<file path="config.mk">
export PLATFORM = sky130hd
export DESIGN_NAME = kontroler_przerwan
export DESIGN_NICKNAME = d
export VERILOG_FILES = /design/src/rtl/kontroler_przerwan.sv
export SDC_FILE = /design/constraint.sdc
export NUM_CORES = 1
export LEC_CHECK = 0
export CAP_MARGIN = 10
export CELL_PAD_IN_SITES_DETAIL_PLACEMENT = 1
export CELL_PAD_IN_SITES_GLOBAL_PLACEMENT = 1
export CORE_ASPECT_RATIO = 1.75
export CORE_MARGIN = 3
export CORE_UTILIZATION = 32
export CTS_CLUSTER_DIAMETER = 40
export DETAILED_ROUTE_END_ITERATION = 8
export MAX_ROUTING_LAYER = met4
export PLACE_DENSITY = 0.84
export RECOVER_POWER = 50
export SLEW_MARGIN = 20
export SYNTH_ARGS = -nofsm -noshare
export SYNTH_HDL_FRONTEND = slang
export SYNTH_SLANG_ARGS = --single-unit
export TNS_END_PERCENT = 1
</file>
<file path="constraint.sdc">
create_clock -name clk -period 3.3 [get_ports clk]
set_input_delay 0.66 -clock clk [delete_from_list [all_inputs] [get_ports clk]]
set_output_delay 0.66 -clock clk [all_outputs]
set_load 0.05 [all_outputs]
</file>
<file path="src/rtl/kontroler_przerwan.sv">
// Interrupt controller: edge-latched requests, masking, fixed priority (index 0 highest),
// in-service tracking until RETI. Define INT_NESTING_EN to let strictly higher priority preempt.
module kontroler_przerwan #(
  parameter int          N_SRC     = 4,
  parameter logic [7:0]  VEC_BASE  = 8'h08,
  parameter int          VEC_SHIFT = 1
) (
  input  logic             clk,
  input  logic             rst,
  input  logic             ce,
  input  logic [N_SRC-1:0] irq_in,
  input  logic             wr_maska,
  input  logic [N_SRC-1:0] dana_maska,
  input  logic             int_en,
  input  logic             int_dis,
  input  logic             reti,
  input  logic             stos_pc_full,
  output logic             jest_przerwanie,
  output logic [7:0]       int_vec,
  output logic             gie,
  output logic [N_SRC-1:0] pending,
  output logic [N_SRC-1:0] in_service
);

  localparam int IDX_W = (N_SRC > 1) ? $clog2(N_SRC) : 1;

  typedef enum logic [0:0] {
    BEZCZYNNY  = 1'b0,
    ZGLOSZENIE = 1'b1
  } stan_t;

  function automatic logic [7:0] vec_of(input int idx);
    int v;
    v = int'(VEC_BASE) + (idx << VEC_SHIFT);
    return v[7:0];
  endfunction

  function automatic logic [N_SRC-1:0] lowest_bit(input logic [N_SRC-1:0] v);
    logic [N_SRC-1:0] r;
    logic             found;
    r     = '0;
    found = 1'b0;
    for (int i = 0; i < N_SRC; i++) begin
      r[i]  = v[i] & ~found;
      found = found | v[i];
    end
    return r;
  endfunction

  stan_t            state_r;
  stan_t            state_next_s;
  logic [N_SRC-1:0] irq_prev_r;
  logic [N_SRC-1:0] pending_r;
  logic [N_SRC-1:0] maska_r;
  logic [N_SRC-1:0] in_service_r;
  logic             gie_r;
  logic             jest_r;
  logic [7:0]       int_vec_r;
  logic [IDX_W-1:0] idx_r;

  logic [N_SRC-1:0] edge_s;
  logic [N_SRC-1:0] blocked_s;
  logic [N_SRC-1:0] elig_s;
  logic [N_SRC-1:0] accept_clr_s;
  logic [N_SRC-1:0] reti_clr_s;
  logic [IDX_W-1:0] win_idx_s;
  logic [7:0]       win_vec_s;
  logic             start_s;
  logic             accept_s;
  logic             blk_acc_s;

  assign edge_s       = irq_in & ~irq_prev_r;
  assign elig_s       = pending_r & maska_r & ~blocked_s;
  assign accept_clr_s = accept_s ? (N_SRC'(1'b1) << idx_r) : '0;
  assign reti_clr_s   = (reti && ce) ? lowest_bit(in_service_r) : '0;

  // Blocking mask derived from the in-service set
  always_comb begin
    blocked_s = '0;
    blk_acc_s = 1'b0;
`ifdef INT_NESTING_EN
    for (int i = 0; i < N_SRC; i++) begin
      blk_acc_s    = blk_acc_s | in_service_r[i];
      blocked_s[i] = blk_acc_s;
    end
`else
    blk_acc_s = |in_service_r;
    blocked_s = {N_SRC{blk_acc_s}};
`endif
  end

  // Priority pick: lowest eligible index wins
  always_comb begin
    win_idx_s = '0;
    win_vec_s = 8'h00;
    for (int i = N_SRC - 1; i >= 0; i--) begin
      win_idx_s = elig_s[i] ? IDX_W'(i) : win_idx_s;
      win_vec_s = elig_s[i] ? vec_of(i) : win_vec_s;
    end
  end

  // Request FSM next state and transition strobes
  always_comb begin
    state_next_s = state_r;
    start_s      = 1'b0;
    accept_s     = 1'b0;
    case (state_r)
      BEZCZYNNY: begin
        if (gie_r && (elig_s != '0) && !stos_pc_full) begin
          state_next_s = ZGLOSZENIE;
          start_s      = 1'b1;
        end else begin
          state_next_s = BEZCZYNNY;
        end
      end
      ZGLOSZENIE: begin
        if (ce) begin
          accept_s     = 1'b1;
          state_next_s = BEZCZYNNY;
        end else if (stos_pc_full) begin
          state_next_s = BEZCZYNNY;
        end else begin
          state_next_s = ZGLOSZENIE;
        end
      end
      default: begin
        state_next_s = BEZCZYNNY;
      end
    endcase
  end

  // FSM state, request outputs and latched winner
  always_ff @(posedge clk) begin
    if (rst) begin
      state_r   <= BEZCZYNNY;
      jest_r    <= 1'b0;
      int_vec_r <= 8'h00;
      idx_r     <= '0;
    end else begin
      state_r <= state_next_s;
      jest_r  <= (state_next_s == ZGLOSZENIE);
      if (start_s) begin
        int_vec_r <= win_vec_s;
        idx_r     <= win_idx_s;
      end
    end
  end

  // Request latching, mask and in-service bookkeeping; a new edge beats the accept clear
  always_ff @(posedge clk) begin
    if (rst) begin
      irq_prev_r   <= '0;
      pending_r    <= '0;
      maska_r      <= '0;
      in_service_r <= '0;
    end else begin
      irq_prev_r   <= irq_in;
      pending_r    <= (pending_r & ~accept_clr_s) | edge_s;
      in_service_r <= (in_service_r & ~reti_clr_s) | accept_clr_s;
      if (wr_maska) begin
        maska_r <= dana_maska;
      end
    end
  end

  // Global interrupt enable; accept forces it low, CLI beats SEI
  always_ff @(posedge clk) begin
    if (rst) begin
      gie_r <= 1'b0;
    end else if (accept_s) begin
      gie_r <= 1'b0;
    end else if (ce && int_dis) begin
      gie_r <= 1'b0;
    end else if (ce && int_en) begin
      gie_r <= 1'b1;
    end
  end

  assign jest_przerwanie = jest_r;
  assign int_vec         = int_vec_r;
  assign gie             = gie_r;
  assign pending         = pending_r;
  assign in_service      = in_service_r;

endmodule

</file>
==> After elaboration in Yosys (flattened, before gate mapping) <==
Index checks and enable logic that the tools add are counted.
{ "op_classes": {"addsub": 0, "multipliers": 0, "n_div": 0, "n_lt_le_gt_ge": 0, "eq_ne": 0, "shift": 1, "mux": 17, "n_bitwise": 20, "n_reduce_logical": 9} }
{ "ops": {"columns": ["cell", "n"], "rows": [
  ["$mux 4", 6],
  ["$and 4x4->4", 5],
  ["$not 4->4", 4],
  ["$mux 2", 4],
  ["$or 4x4->4", 2],
  ["$mux 1", 6],
  ["$logic_and 1x1->1", 5],
  ["$not 1->1", 4],
  ["$reduce_bool 4->1", 1],
  ["$reduce_or 4->1", 1],
  ["$shl 1x2->4 const A", 1],
  ["$and 1x1->1", 3],
  ["$reduce_or 3->1", 1],
  ["$or 1x1->1", 2],
  ["$pmux 1 s2", 1],
  ["$logic_not 1->1", 1]
]} }
{ "totals": {"regBits": 28, "latchBits": 0, "mem_bits_rw": 0, "rom_bits": 0, "input_bits": 16, "output_inout_bits": 18, "elab_cells": 55, "mem_count": 0} }

==> Depth between registers and ports, before layout <==
{ "depth": {"depth_word": 8, "depth_mapped": 5} }

==> Worst setup path after synthesis <==
No wires, ideal clock.
{ "synth_timing": {"kind": "reg-to-reg", "from": "register in_service_r[0], in the netlist in_service[0]", "to": "register idx_r[0]", "arrival_ns": 1.759, "path_slack_ns": 1.418, "stages_incl_launch_ff": 5, "path_cell_list": "dfxtp_1 > or4_4 > nor4b_4 > o21ai_2 > mux2_1"} }
{ "synth_via": {"elab_chain_cells": 8, "elab_cells_between_ends": 12, "cone_classes": "mux: 6; bitwise: 2; reduce/logical: 4"} }
{ "synth_rtl": {"columns": ["element", "line", "rtl"], "rows": [
  ["from (decl)", "55", "logic [N_SRC-1:0] in_service_r;"],
  ["from (signal assigned)", "159", "in_service_r <= (in_service_r & ~reti_clr_s) | accept_clr_s;"],
  ["$reduce_or 4->1 *", "87", "blk_acc_s = |in_service_r;"],
  ["$not 4->4 *", "73", "assign elig_s = pending_r & maska_r & ~blocked_s;"],
  ["$and 4x4->4 *", "73", null],
  ["$reduce_bool 4->1", "109", "if (gie_r && (elig_s != '0) && !stos_pc_full) begin"],
  ["$logic_and 1x1->1 (2 in a row)", "109", null],
  ["$mux 1", "109", null],
  ["$mux 1", "107", "case (state_r)"],
  ["to (signal assigned)", "144", "idx_r <= win_idx_s;"],
  ["to (decl)", "59", "logic [IDX_W-1:0] idx_r;"]
]} }
Every way passes the cells marked *; elsewhere a longest branch is shown, timed or not.
A chain may end at the register's enable or synchronous reset.

==> Worst setup path in the final report <==
{ "layout_timing": {"from": "register jest_r, in the netlist jest_przerwanie", "to": "output port jest_przerwanie"} }
{ "layout_lines": {"columns": ["element", "line", "rtl"], "rows": [
  ["from (decl)", "57", "logic jest_r;"],
  ["from (signal assigned)", "141", "jest_r <= (state_next_s == ZGLOSZENIE);"],
  ["to (decl)", "18", "output logic jest_przerwanie,"]
]} }
No word-level cell between the ends.

==> metrics list <==
- Number of global-route vias before repair: 729
* Number of endpoints with negative hold slack in the final report: 0
* Routed length per instance: between 15 and 20 um
- In this run the static leakage power is between 0.4 and 0.5 nW.
- Summed over all layers, the global routing overflow is 0.
- Launching point of the worst reg2reg path: in_service[0]
- Total wire length after detailed routing: around 2200 um
- Weighted congestion reported at the end of routability-driven placement: 0.679
* Run status: finished, final reports clean
- Initial antenna violation count: 0
- Fin crit share: 0.698
* Power density cells: 445 nW/um2
* Setup TNS Final: 0 ns
- STA classifies the critical path endpoint as an output port.
* CTS tree: done
* Count of distinct cell types in the synthesized netlist: 27
* Fmax: 434 MHz
* Post-Synthesis Mean Instance Area: 9.36 um2
- At the pin with the least slew margin, the transition time is 0.775 ns.
- Once the clock tree was built, the resizer swapped 0 gates to a different size.
* Area growth syn-to-layout: 37.6%
- Buffers inserted by post-CTS timing repair: 0
* Area of the core region: approximately 2500 um2
- Hold path start: int_vec[3]
- Core utilization of the finished layout: 0.465
- Counting both buffers and inverters, the worst setup path holds a total of 1.
- The number of antenna diodes in the final layout is 0.
- Horizontal extent of the die: between 40 and 50 um
- In this run the tightest slew margin relative to its limit is 0.482.
- Synthesis warning total: 0
* Cell count along the critical path: 1
- Detailed placement ended at an HPWL of 1650 um.
- Count of clock tree sinks: 21
- Data on the critical path arrives at its endpoint at 1.64 ns.
* Crit-path cells: clkdlybuf4s50_1
- In this run the remaining antenna-violating nets after routing total 0.
* Port bufs: 28
- The mapped netlist covers around 850 um2.
* FF-to-FF setup slack: approximately 1.5 ns
- In this run the critical register-to-register path is captured at idx_r[0].
* Number of DRC violations after detailed-routing iteration 0: 8
* Sequential element share of the synthesized area: 0.493
* GRT Overall Usage: 0.142
- Nature of the critical path startpoint: flip-flop
- VDD sags by at most 0.000247 V.
- Cell type contributing the most total cell area after synthesis: sky130_fd_sc_hd__dfxtp_1
- Max-cap violations in this run came to 0.
- Entering global routing, the biggest net connects 23 pins.
* Area of the die: 3340 um2
* Async SR Flop Fraction: 0
- For the worst setup path, the data required time is 2.64 ns.
* Highest-delay cell along the critical path: sky130_fd_sc_hd__clkdlybuf4s50_1
- The first global-routing pass estimated 3280 um of wire.
- Boundary pin count: 34
* Clock buffer count from CTS: 3
- Top cell family by delay on the critical path: buffers and inverters
- Using the TritonRoute via totals, the vias-per-cell ratio works out to 5.10.
- Clock-pin slew reported for the worst setup and hold paths after clock tree synthesis: 0.07 ns
- First-pass iteration count of the detailed router: 4
* Pins over their slew limit: 0
* Synth top cells by count: 21 x sky130_fd_sc_hd__dfxtp_1, 12 x sky130_fd_sc_hd__a21oi_1, 9 x sky130_fd_sc_hd__nor2_1, 8 x sky130_fd_sc_hd__nor2b_1, 7 x sky130_fd_sc_hd__nand2_1
- CTS root buf: sky130_fd_sc_hd__clkbuf_8
- Clock skew on the completed layout was measured at about 0.0020 ns.
- DR vias: 734
- Latest clock arrival within the worst-skew pair: 0.26 ns
- Dominant synthesized flop cell: sky130_fd_sc_hd__dfxtp_1
- Biggest cell delay along the critical path: ~0.87 ns
- The critical path is of the flip-flop to output port type.
* Number of cell instances on the worst register-to-register path: 4
* Worst-path fanout max: 8
- The floorplan has 24 rows.
- The initial utilization of the core area, before any placement, comes to 0.338.
- Number of nets in the final layout: about 140
* Share of layout cells above drive strength 1: 0.0593
* Area share of the leading cell type in the synthesized netlist: 0.493
- The number of placed instances, taps included, is 140.
- The synthesized design contains 0 enable-type register cells.
- Top post-synthesis cells by area: sky130_fd_sc_hd__dfxtp_1 49%, sky130_fd_sc_hd__a21oi_1 7.0%, sky130_fd_sc_hd__nor2b_1 5.9%
- Setup repair after global routing left no endpoint under its margin.
- In this run, synthesis produced a sequential element count of 21.
- Synthesis produced a netlist whose cell count is 91.
* Deepest level of the CTS H-tree: 1
- In the routed design, unresolved DRC markers number 0.
* Final setup violating endpoints: 0
- Along the worst hold path, the cell count comes to 2.
* Path category of the worst min-delay check: flip-flop to flip-flop
- Post-CTS Hold Buffers: 0
* Library cell with the highest instance count after synthesis: sky130_fd_sc_hd__dfxtp_1
- Non-filler instance count after layout: ~140
* Post-layout min period: between 2 and 2.5 ns
- Destination of the worst hold path: int_vec[3]
- Height of the die: 74.3 um
- Maximum number of buffers from clock root to sink: 2
metal layers:
layer,vias to the layer above,GRT usage,wire length [um],part of all wire
li1,356,-,-,-
met1,345,0.141,752,0.35
met2,26,0.244,1230,0.57
met3,7,0.0218,107,0.049
met4,0,0.0977,72,0.033
met5,-,-,0,0
power breakdown:
group          switching [mW]  internal (mW)
clock                  0.0800         0.0860
combinational          0.0494         0.0344
sequential            0.00828          0.264
per-stage QoR:
step / worst slack (ns) / hold slack [ns] / cell area (um2) / power, mW
after detailed placement: 1.05 / 0.465 / 1130 / 0.362
after CTS: 0.977 / 0.476 / 1170 / 0.528
after global placement: 1.13 / 0.437 / 1130 / 0.360
after global routing: 0.931 / 0.488 / 1170 / 0.543
after floorplan: 1.42 / 0.460 / 867 / 0.333
final: 0.995 / 0.471 / 1170 / 0.522
state kept, by name (all words and copies together), names as in the netlist:
| register | cells |
|---|---|
| in_service | 4 |
| irq_prev_r | 4 |
| maska_r | 4 |
| gie | 1 |
| pending | 4 |
| jest_przerwanie | 1 |
| int_vec | 2 |
| idx_r | 1 |
worst register-to-register path, cell delays in order, from the launching register on:
cell and delay (ns):
sky130_fd_sc_hd__dfxtp_1 0.33, sky130_fd_sc_hd__or4_4 0.58, sky130_fd_sc_hd__nor4b_4 0.31, sky130_fd_sc_hd__o21ai_2 0.14
sky130_fd_sc_hd__mux2_1 0.33
kinds of logic (layout without fill, tap and decap cells):
group                  count (synthesis)  in the layout  synth area share
and+or+nand+nor                       34             34             0.232
DFF                                   21             21             0.493
AOI/OAI and AO/OA                     20             20             0.144
buffers and inverters                 10             33            0.0661
muxes                                  5              5            0.0602
other                                  1              5           0.00440
area by class of cell:
type / count / area [um2]
Clock buffer: 4 / 45.0
Fill cell: 307 / 1350
Timing Repair Buffer: 28 / 280
Sequential cell: 21 / 420
Tap cell: 26 / 32.5
Inverter: 1 / 3.75
Multi-Input combinational cell: 64 / 390
cells in the final DEF (no fill, tap or decap), drive strengths merged:
master / instances
inv: 1
or4: 1
o31ai: 1
a2111oi: 1
nand4b: 2
nor3: 2
mux2i: 4
clkbuf: 4
o21ai: 2
nand2b: 2
a32oi: 1
a22o: 1
mux2: 1
nor4b: 1
nand4: 1
nand2: 7
nor2b: 8
conb: 5
a211oi: 1
a21oi: 12
nor2: 9
or2: 1
dfxtp: 21
clkdlybuf4s50: 26
dlygate4sd3: 2
o21a: 1
how the worst max path moves through the flow:
stage                         start         endpoint  slack (ns)
detailed placement               ce    in_service[3]        1.05
global placement                rst         idx_r[0]        1.13
floorplan             in_service[0]         idx_r[0]        1.42
global route        jest_przerwanie  jest_przerwanie        0.93
CTS                 jest_przerwanie  jest_przerwanie        0.98
finish              jest_przerwanie  jest_przerwanie         1.0
Note: power is estimated with default switching activity, not from simulation.
==> RTL change, RTL diff (same settings) <==
Add an input register stage for `irq_in`, without a reset; this delays it by one clock. The other inputs are not delayed to match.
--- a/src/rtl/kontroler_przerwan.sv
+++ b/src/rtl/kontroler_przerwan.sv
@@ -29,4 +29,10 @@
     ZGLOSZENIE = 1'b1
   } stan_t;
+
+  logic [N_SRC-1:0] irq_q;
+
+  always_ff @(posedge clk) begin
+    irq_q <= irq_in;
+  end
 
   function automatic logic [7:0] vec_of(input int idx);
@@ -70,5 +76,5 @@
   logic             blk_acc_s;
 
-  assign edge_s       = irq_in & ~irq_prev_r;
+  assign edge_s       = irq_q & ~irq_prev_r;
   assign elig_s       = pending_r & maska_r & ~blocked_s;
   assign accept_clr_s = accept_s ? (N_SRC'(1'b1) << idx_r) : '0;
@@ -155,5 +161,5 @@
       in_service_r <= '0;
     end else begin
-      irq_prev_r   <= irq_in;
+      irq_prev_r   <= irq_q;
       pending_r    <= (pending_r & ~accept_clr_s) | edge_s;
       in_service_r <= (in_service_r & ~reti_clr_s) | accept_clr_s;
Check against the original RTL: not equivalent (Yosys sat finds a counterexample within 4 cycles, from zero or initial values and one cycle with rst high).
==> RTL change against the unedited design <==
Via count up 3.8%. Non-clock buffer count unchanged. Routed wire length down 4.0%. Core utilization down 0.93 points. Combinational power down 2%. Power up 12%. Critical endpoint unchanged. Sequential cell count up 4. Clock power up 8%. Highest routed layer unchanged. Area after synthesis up 9.3%. First-iteration DRC count up 140%. Cell area up 6.9%. Worst setup slack worse by 0.72 ps.
==> RTL change: results (changes against the unedited design) <==
* Run status: completed
* Ant diodes at 0 (unchanged)
* Crit path max-delay family: buffers and inverters
* Max Root-Sink Buffers at 2 (unchanged)
* Maximum VDD drop at 294.5 uV (+19%)
* Port Buffers at 28 (unchanged)
* Hold Path Class: reg2reg
* Post-CTS Resized at 0 (unchanged)
* Global-route wire length before repair at 3.498 mm (+6.7%)
* CP Max Fanout at 8 (unchanged)
* Worst skew pair latency at 270 ps
* Share of cells above drive strength 1 at 0.05785 (-0.001471)
* Leak pwr at 0.4762 nW (+7.8%)
* Slew margin rel. at 0.5038 (+0.02191)
* H-tree levels at 1 (unchanged)
* Max incr delay on CP at 870 ps (about the same)
* Initial antenna violation count at 0 (unchanged)
* Largest net degree at the start of global routing at 23 (unchanged)
* Area contributors post-synth: dfxtp_1 (54%), a21oi_1 (6.5%), nor2b_1 (5.4%)
* Nets at 138 (+2.2%)
* Iteration-0 DRC Markers at 19 (+11)
* Synth cell count leaders: dfxtp_1 (25), a21oi_1 (12), nor2_1 (9), nor2b_1 (8), nand2_1 (6)
* # Post-CTS Setup Buffers at 0 (unchanged)
* FF-to-FF path depth at 4 (unchanged)
* Via Count at 762 (+3.8%)
* Yosys cell types at 27 (unchanged)
* DP HPWL at 1.657 mm (+0.34%)
* Sw Share at 0.2603 (-0.003445)
* RD Place Congestion at 0.7176 (+5.7%)
* Drt first pass iters at 3 (-1)
* Clock transition at path regs at 80 ps
* Slowest CP cell: clkdlybuf4s50_1
* R2R setup slack at 1520 ps (+30 ps)
* Register area share after synthesis at 0.5376 (+0.04424)
* Drt wl/cell at 14.05 um (-6.6%)
* Post-synthesis cell count at 94 (+3.3%)
* Non-filler cells in the finished layout at 148 (+2.8%)
* Skew final at 2.306 ps (+0.3250 ps)
* GRT Util Overall at 0.1369 (-0.005506)
* Worst hold path stage count at 2 (unchanged)
* CTS root buffer: clkbuf_8
* Yosys warns at 0 (unchanged)
* CTS Buf Count at 3 (unchanged)
* Async SR Flop Fraction at 0 (unchanged)
* Worst hold slack at 461.5 ps (-9.040 ps)
## RTL change: cell type report
type	instances	area (um^2)
clock buffers	3	41.29
flip-flops and latches	25	500.5
inverters	1	3.754
multi-input cells	63	389.1
fillers	326	1499
well taps	27	33.78
repair buffers	28	280.3
clock inverters	1	5.005
## RTL change: power groups by stage
stage	sequential (mW)	combinational, mW	clock [mW]
global route	0.326	0.0885	0.202
detailed placement	0.331	0.0835	0
CTS	0.324	0.0841	0.184
global placement	0.330	0.0818	0
floorplan	0.345	0.0398	0
finish	0.324	0.0819	0.179
## RTL change: metrics by stage
stage / setup WS [ps] / instance area [um^2] / util
after floorplan: 1395 / 945.9 / -
after global placement: 1132 / 1207 / 0.4386
after detailed placement: 1076 / 1207 / 0.4386
after CTS: 989.1 / 1254 / 0.4555
after global routing: 943.5 / 1254 / 0.4555
final: 994.7 / 1254 / 0.4555
## RTL change: routing by layer
| metal | vias up | global-route usage | routed length (um) |
|---|---|---|---|
| li1 | 372 | - | - |
| met1 | 367 | 0.1512 | 764 |
| met2 | 21 | 0.2262 | 1196 |
| met3 | 2 | 0.02088 | 91 |
| met4 | 0 | 0.06648 | 27 |
| met5 | - | - | 0 |
## RTL change: worst paths after layout
check	end	from
worst max-delay path	jest_przerwanie	jest_przerwanie
worst max register to register	idx_r[0]	in_service[0]
worst min-delay path	int_vec[3]	int_vec[3]
worst min register to register	int_vec[3]	int_vec[3]
## RTL change: cell families after synthesis
kind of cell           count (synthesis)  synth area share
AO/OA/AOI/OAI                         21            0.1411
buffers and inverters                 10           0.06048
flip-flops                            25            0.5376
multiplexers                           5           0.05511
other                                  1          0.004028
AND/OR/NAND/NOR                       32            0.2016
